### src/rtl/adc_pkg.sv
// Shared types and helpers for the LTC2308 ADC controller.
package adc_pkg;

   localparam int ADC_BITS = 12;
   localparam int CFG_BITS = 6;

   typedef enum logic [2:0] {
      IDLE,
      CONVST,
      CONV,
      SHIFT,
      DONE
   } adc_state_t;

   // LTC2308 input word for a single-ended, unipolar, awake conversion.
   // Bit order, MSB first: S/D, O/S, S1, S0, UNI, SLP.
   function automatic logic [CFG_BITS-1:0] ltc2308_cfg(input logic [2:0] ch);
      return {1'b1, ch[0], ch[2], ch[1], 1'b1, 1'b0};
   endfunction

endpackage

### src/rtl/adc_tick_gen.sv
// Sample-rate timer: counts 0..SAMPLE_DIV-1 while enabled and flags the last count.
// Disabling clears the count, so re-enabling always waits a full period.
module adc_tick_gen #(
   parameter int SAMPLE_DIV = 1000
) (
   input  logic i_clk,
   input  logic i_rst_n,
   input  logic i_enable,
   output logic o_tick
);

   localparam int            CW   = (SAMPLE_DIV > 1) ? $clog2(SAMPLE_DIV) : 1;
   localparam logic [CW-1:0] LAST = CW'(SAMPLE_DIV - 1);

   logic [CW-1:0] r_count;
   logic          w_last;

   assign w_last = (r_count == LAST);

   // free-running period counter, held at zero while disabled
   always_ff @(posedge i_clk or negedge i_rst_n) begin
      if (!i_rst_n) begin
         r_count <= '0;
      end else if (!i_enable) begin
         r_count <= '0;
      end else if (w_last) begin
         r_count <= '0;
      end else begin
         r_count <= r_count + CW'(1);
      end
   end

   assign o_tick = i_enable && w_last;

endmodule

### src/rtl/adc_ltc2308_ctrl.sv
// SPI master for the LTC2308 12-bit ADC: periodic conversion, 6-bit config
// shifted out on SDI while the 12-bit result is shifted in from SDO.
// Optional build macro ADC_SCAN_EN: channel comes from an internal scan
// counter (0..SCAN_LAST) instead of ch_sel.
module adc_ltc2308_ctrl
   import adc_pkg::*;
#(
   parameter int CLK_DIV       = 2,
   parameter int CONVST_CYCLES = 2,
   parameter int CONV_CYCLES   = 80,
   parameter int SAMPLE_DIV    = 1000
`ifdef ADC_SCAN_EN
  ,parameter int SCAN_LAST     = 7
`endif
) (
   input  logic        clk,
   input  logic        reset_n,
   input  logic        enable,
   input  logic [2:0]  ch_sel,
   output logic        adc_convst,
   output logic        adc_sck,
   output logic        adc_sdi,
   input  logic        adc_sdo,
   output logic [11:0] data,
   output logic        data_valid,
   output logic [2:0]  data_ch,
   output logic        overrun
);

   // one counter serves both the CONVST high time and the CONV wait
   localparam int CNT_MAX = (CONVST_CYCLES > CONV_CYCLES) ? CONVST_CYCLES : CONV_CYCLES;
   localparam int CNT_W   = $clog2(CNT_MAX + 1);
   localparam int DIV_W   = $clog2(CLK_DIV + 1);

   localparam logic [CNT_W-1:0] CONVST_LAST = CNT_W'(CONVST_CYCLES - 1);
   localparam logic [CNT_W-1:0] CONV_LAST   = CNT_W'(CONV_CYCLES - 1);
   localparam logic [DIV_W-1:0] DIV_LAST    = DIV_W'(CLK_DIV - 1);
   localparam logic [3:0]       BIT_LAST    = 4'(ADC_BITS - 1);

   adc_state_t          r_state;
   logic [CNT_W-1:0]    r_cnt;
   logic [DIV_W-1:0]    r_div;
   logic [3:0]          r_bit;
   logic [2:0]          r_ch;
   logic [CFG_BITS-1:0] r_sdi_sh;
   logic [ADC_BITS-1:0] r_shift;

   logic                w_tick;
   logic [2:0]          w_ch;

   adc_tick_gen #(
      .SAMPLE_DIV (SAMPLE_DIV)
   ) u_tick (
      .i_clk    (clk),
      .i_rst_n  (reset_n),
      .i_enable (enable),
      .o_tick   (w_tick)
   );

`ifdef ADC_SCAN_EN
   localparam logic [2:0] SCAN_WRAP = 3'(SCAN_LAST);

   logic [2:0] r_scan;

   // scan channel steps once per completed conversion
   always_ff @(posedge clk or negedge reset_n) begin
      if (!reset_n) begin
         r_scan <= '0;
      end else if (r_state == DONE) begin
         r_scan <= (r_scan == SCAN_WRAP) ? 3'd0 : r_scan + 3'd1;
      end
   end

   assign w_ch = r_scan;
`else
   assign w_ch = ch_sel;
`endif

   // conversion sequencer, SCK generator and both shift registers
   always_ff @(posedge clk or negedge reset_n) begin
      if (!reset_n) begin
         r_state    <= IDLE;
         r_cnt      <= '0;
         r_div      <= '0;
         r_bit      <= '0;
         r_ch       <= '0;
         r_sdi_sh   <= '0;
         r_shift    <= '0;
         adc_convst <= 1'b0;
         adc_sck    <= 1'b0;
         adc_sdi    <= 1'b0;
         data       <= '0;
         data_ch    <= '0;
         data_valid <= 1'b0;
         overrun    <= 1'b0;
      end else begin
         data_valid <= 1'b0;

         // a tick that finds us busy is dropped but remembered
         if (w_tick && (r_state != IDLE)) begin
            overrun <= 1'b1;
         end

         case (r_state)
            IDLE: begin
               if (w_tick) begin
                  r_ch       <= w_ch;
                  r_sdi_sh   <= ltc2308_cfg(w_ch);
                  r_cnt      <= '0;
                  adc_convst <= 1'b1;
                  r_state    <= CONVST;
               end
            end

            CONVST: begin
               if (r_cnt == CONVST_LAST) begin
                  r_cnt      <= '0;
                  adc_convst <= 1'b0;
                  r_state    <= CONV;
               end else begin
                  r_cnt <= r_cnt + CNT_W'(1);
               end
            end

            CONV: begin
               if (r_cnt == CONV_LAST) begin
                  // first low phase starts now, so present config MSB
                  r_div    <= '0;
                  r_bit    <= '0;
                  adc_sck  <= 1'b0;
                  adc_sdi  <= r_sdi_sh[CFG_BITS-1];
                  r_sdi_sh <= {r_sdi_sh[CFG_BITS-2:0], 1'b0};
                  r_state  <= SHIFT;
               end else begin
                  r_cnt <= r_cnt + CNT_W'(1);
               end
            end

            SHIFT: begin
               if (r_div == DIV_LAST) begin
                  r_div <= '0;
                  if (!adc_sck) begin
                     // rising edge: capture SDO, MSB first
                     adc_sck <= 1'b1;
                     r_shift <= {r_shift[ADC_BITS-2:0], adc_sdo};
                  end else begin
                     adc_sck <= 1'b0;
                     if (r_bit == BIT_LAST) begin
                        // result is complete; publish it during DONE
                        adc_sdi    <= 1'b0;
                        data       <= r_shift;
                        data_ch    <= r_ch;
                        data_valid <= 1'b1;
                        r_state    <= DONE;
                     end else begin
                        // config bits run out into zeros after bit 5
                        r_bit    <= r_bit + 4'd1;
                        adc_sdi  <= r_sdi_sh[CFG_BITS-1];
                        r_sdi_sh <= {r_sdi_sh[CFG_BITS-2:0], 1'b0};
                     end
                  end
               end else begin
                  r_div <= r_div + DIV_W'(1);
               end
            end

            DONE: begin
               r_state <= IDLE;
            end

            default: begin
               r_state <= IDLE;
            end
         endcase
      end
   end

endmodule
### config.mk
export PLATFORM = sky130hd
export DESIGN_NAME = adc_ltc2308_ctrl
export DESIGN_NICKNAME = d
export VERILOG_FILES = /design/src/rtl/adc_pkg.sv /design/src/rtl/adc_tick_gen.sv /design/src/rtl/adc_ltc2308_ctrl.sv
export SDC_FILE = /design/constraint.sdc
export NUM_CORES = 1
export LEC_CHECK = 0
export BUFFER_PORTS_ARGS = -buffer_cell sky130_fd_sc_hd__buf_4
export CAP_MARGIN = 20
export CORE_ASPECT_RATIO = 0.9
export CORE_UTILIZATION = 25
export DETAILED_ROUTE_END_ITERATION = 12
export GPL_TIMING_DRIVEN = 0
export PLACE_DENSITY = 0.44
export SETUP_SLACK_MARGIN = 0.15
export SYNTH_ARGS = -nofsm -noshare
export SYNTH_HDL_FRONTEND = slang
export SYNTH_SLANG_ARGS = --single-unit
### constraint.sdc
create_clock -name clk -period 1.95 [get_ports clk]
set_input_delay 0.585 -clock clk [delete_from_list [all_inputs] [get_ports clk]]
set_output_delay 0.585 -clock clk [all_outputs]
set_load 0.02 [all_outputs]
==> impl_results.md <==
* Number of synthesized flops with an enable pin at 0
* Ys async rst share at 100%
* Setup TNS at 0 ps
* Worst Hold Margin at 351 ps
* # H-tree levels at 3
* Critical path data arrival time at 2060 ps
* First-pass GRT wire length at 10,500 µm
* Slew headroom at 43.3%
* Cts hold-fix bufs at 0
* CTS root buf: clkbuf_16
* Pre-antenna DRT Iters at 4
* Total track usage at 10.7%
* Fin crit share at 94.9%
* Share of the yosys chip area belonging to registers at 54.5%
* Synthesized area at 3030 µm²
* Critical Path Fanout Max at 4
* Leak at 1.87 nW
* Ant. Diodes at 0
* CTS tree: yes
* Number of global-route vias before repair at 2,044
* Tmin final at 1850 ps
* Initial antenna violation count at 0
* DP HPWL at 4000 µm
* Design area at 3970 µm²
* Remaining DRCs at 0
* Status: complete, no violations
* Mapped Nets at 270
* Clock buffer count from CTS at 9
* Ranking of synthesized cells by area: dfrtp_1 54%, mux2_2 7.8%, mux2_1 5.6%
* Post-route ant nets at 0
* Die Height at 106 µm
* I/O pin count at 27
* Max-slew violation count at 0
* Mux cell area share after synthesis at 14.4%
* Critical R2R Launch: u_tick.r_count[1]$_DFF_PN0_
* Startpoint Class: register
* # port buffers at 26
* Final setup margin at 99.9 ps
* Post-Synth Adder-Cell Area at 1.65%
* Buf+Inv Stages, Crit Path at 2
* Minimum setup slack after placement at -96.9 ps
* Delay-heaviest family, CP: flip-flops
* Post-synthesis cell type count at 49
* Clock Latency Late Sink at 330 ps
* Cell Count, Final, Fillers Out at 476
* Initial Util at 26.1%
* Share of the synthesized area in the top cell type at 54.5%
* Reg2reg path depth at 7
* 1st-iter DRT viols at 60
* Yosys warnings at 0
* Clock Path Buffers at 2
* Worst EP required at 2160 ps
* Routed len/inst at 13.0 µm
* Dominant cell type by area after synthesis: dfrtp_1
* Placed Area at 3420 µm²
* Die area at 12,600 µm²
* Final Wtd Congestion at 0.726
* Post-Syn Area per Cell at 11.7 µm²
* Final hold violation count at 0
* Critical path depth in cells at 7
* CP Cell Sequence: ha_2, and4b_1, nand4_1, buf_6, a22oi_2, buf_6, mux2_4
* # rows at 37
* Power consumption at 2.95 mW
* Die Width at 118 µm
* Final-stage net count at 326
* Fraction of the mapped netlist area in simple logic gates at 15.8%
* Vias at 2,134
* Worst VDD drop at 393 µV
* Largest stage delay, worst path at 370 ps
* Largest net degree at the start of global routing at 67
* Critical path class: reg -> reg
* Flop-to-flop setup slack at 100 ps
* Max-Cap Viols at 0
* Via/cell ratio at 4.48
* CP max stage cell: dfrtp_1
* Synth Instances at 259
* Clk sink count at 66
* Most used cell along the critical path: buf_6
* Largest family of logic cells by synthesized area: simple AND/OR/NAND/NOR gates
* Ys flop type: dfrtp_1
* Power density over cell area at 742 nW/µm²
* Final Util at 34.2%
* CTS clk-pin slew, worst paths at 60 ps
* RSZ-0062 raised after global routing: yes
* Worst hold-check path type: in -> async
* Endpoint class of the critical path: register
* Setup violators final at 0
* Reg2reg end: r_sdi_sh[4]$_DFFE_PN0P_
* Fmax at 541 MHz
* Share of cells above drive strength 1 at 34.7%
* Slew @ Worst Pin at 850 ps
* Core area at 11,600 µm²
* Routed WL at 6180 µm
* Post-synthesis register bit count at 66
* GR Overflow Total at 0
* Share of the synthesized area in compound gates (AO/OA/AOI/OAI) at 8.42%
* Dpl cells at 441
* Area Growth Syn to Fin at 31.1%
* Post-Route Skew at 7.83 ps
* XOR/XNOR Fraction of Synth Area at 2.89%
## how the worst max path moves through the flow
| stage | from | endpoint | slack [ps] |
|---|---|---|---|
| finish | u_tick.r_count[1]$_DFF_PN0_ | r_sdi_sh[4]$_DFFE_PN0P_ | 100 |
| global placement | u_tick.r_count[0]$_DFF_PN0_ | r_sdi_sh[3]$_DFFE_PN0P_ | -80 |
| global route | u_tick.r_count[1]$_DFF_PN0_ | r_sdi_sh[4]$_DFFE_PN0P_ | -7 |
| CTS | r_bit[0]$_DFFE_PN0P_ | data[6]$_DFFE_PN0P_ | 160 |
| floorplan | u_tick.r_count[0]$_DFF_PN0_ | r_sdi_sh[2]$_DFFE_PN0P_ | 220 |
| detailed placement | u_tick.r_count[0]$_DFF_PN0_ | r_sdi_sh[3]$_DFFE_PN0P_ | -100 |
## kinds of logic (layout without fill, tap and decap cells)
group	Yosys count	after routing
buffers and inverters	14	75
DFF	66	66
adders and majority gates	4	4
muxes	39	39
xor gates and xnor gates	10	10
and+or+nand+nor	91	91
AOI/OAI and AO/OA	35	35
## sequential cells by signal, summed over array words and instances (netlist names), 2 cells and up
name            flops
data               12
r_shift            12
u_tick.r_count     10
r_cnt               7
r_sdi_sh            5
r_bit               4
data_ch             3
r_ch                3
r_state             3
r_div               2
## cells in the mapped netlist (4+ instances only)
cell / instances
dfrtp_1: 66
nand2_1: 27
mux2_2: 21
nor2_1: 19
mux2_1: 15
nand3_1: 9
a21oi_1: 8
nor2b_1: 7
inv_1: 6
xor2_1: 6
and3_1: 5
nand4_1: 5
o21ai_0: 5
a31oi_1: 4
ha_1: 4
nand2b_1: 4
xnor2_1: 4
## cells in the final DEF (no fill, tap or decap), types with 5 or more instances in the layout
cell       netlist  layout
nand3_1          9       9
nand4_1          5       5
mux2_2          21      20
inv_1            6       6
nor2_1          19      18
mux2_1          15      11
buf_4            2      41
xor2_1           6       6
clkbuf_16        0       9
o21ai_0          5       5
mux2_4           0       5
a21oi_1          8       7
and3_1           5       5
buf_6            1       8
nor2b_1          7       6
nand2_1         27      25
dfrtp_1         66      66
## report_power, final
group          switching, mW  internal (mW)  total (mW)  leakage, nW
sequential           0.00552           1.38        1.38        0.871
combinational         0.0412         0.0217      0.0629        0.865
clock                  0.612          0.894        1.51        0.131
total                  0.659           2.29        2.95         1.87
## timing repair
| item | 4_1_cts | 5_1_grt |
|---|---|---|
| pin swaps | 6 | 11 |
| cloned | 0 | 0 |
| setup buffers | 7 | 12 |
| setup endpoints to repair | 31 | 39 |
| gates resized for setup | 8 | 24 |
| endpoints found under the hold margin | 0 | 0 |
## area by class of cell
class	count	area, µm²
inverter	6	22.5
buffer	8	62.6
multi-input combinational	179	1390
tap	156	195
fill	1158	7650
clock inverter	6	41.3
clock buffer	10	239
sequential	66	1650
timing repair buffer	45	369
## metal layers
metal | up-vias | wire [µm] | track usage [%]
met3 | 12 | 206 | 3.59
met5 | - | 0 | 0
met2 | 30 | 2720 | 15.3
met4 | 0 | 99 | 4.30
li1 | 1036 | - | -
met1 | 1056 | 3160 | 14.6
Note: power is estimated with default switching activity, not from simulation.
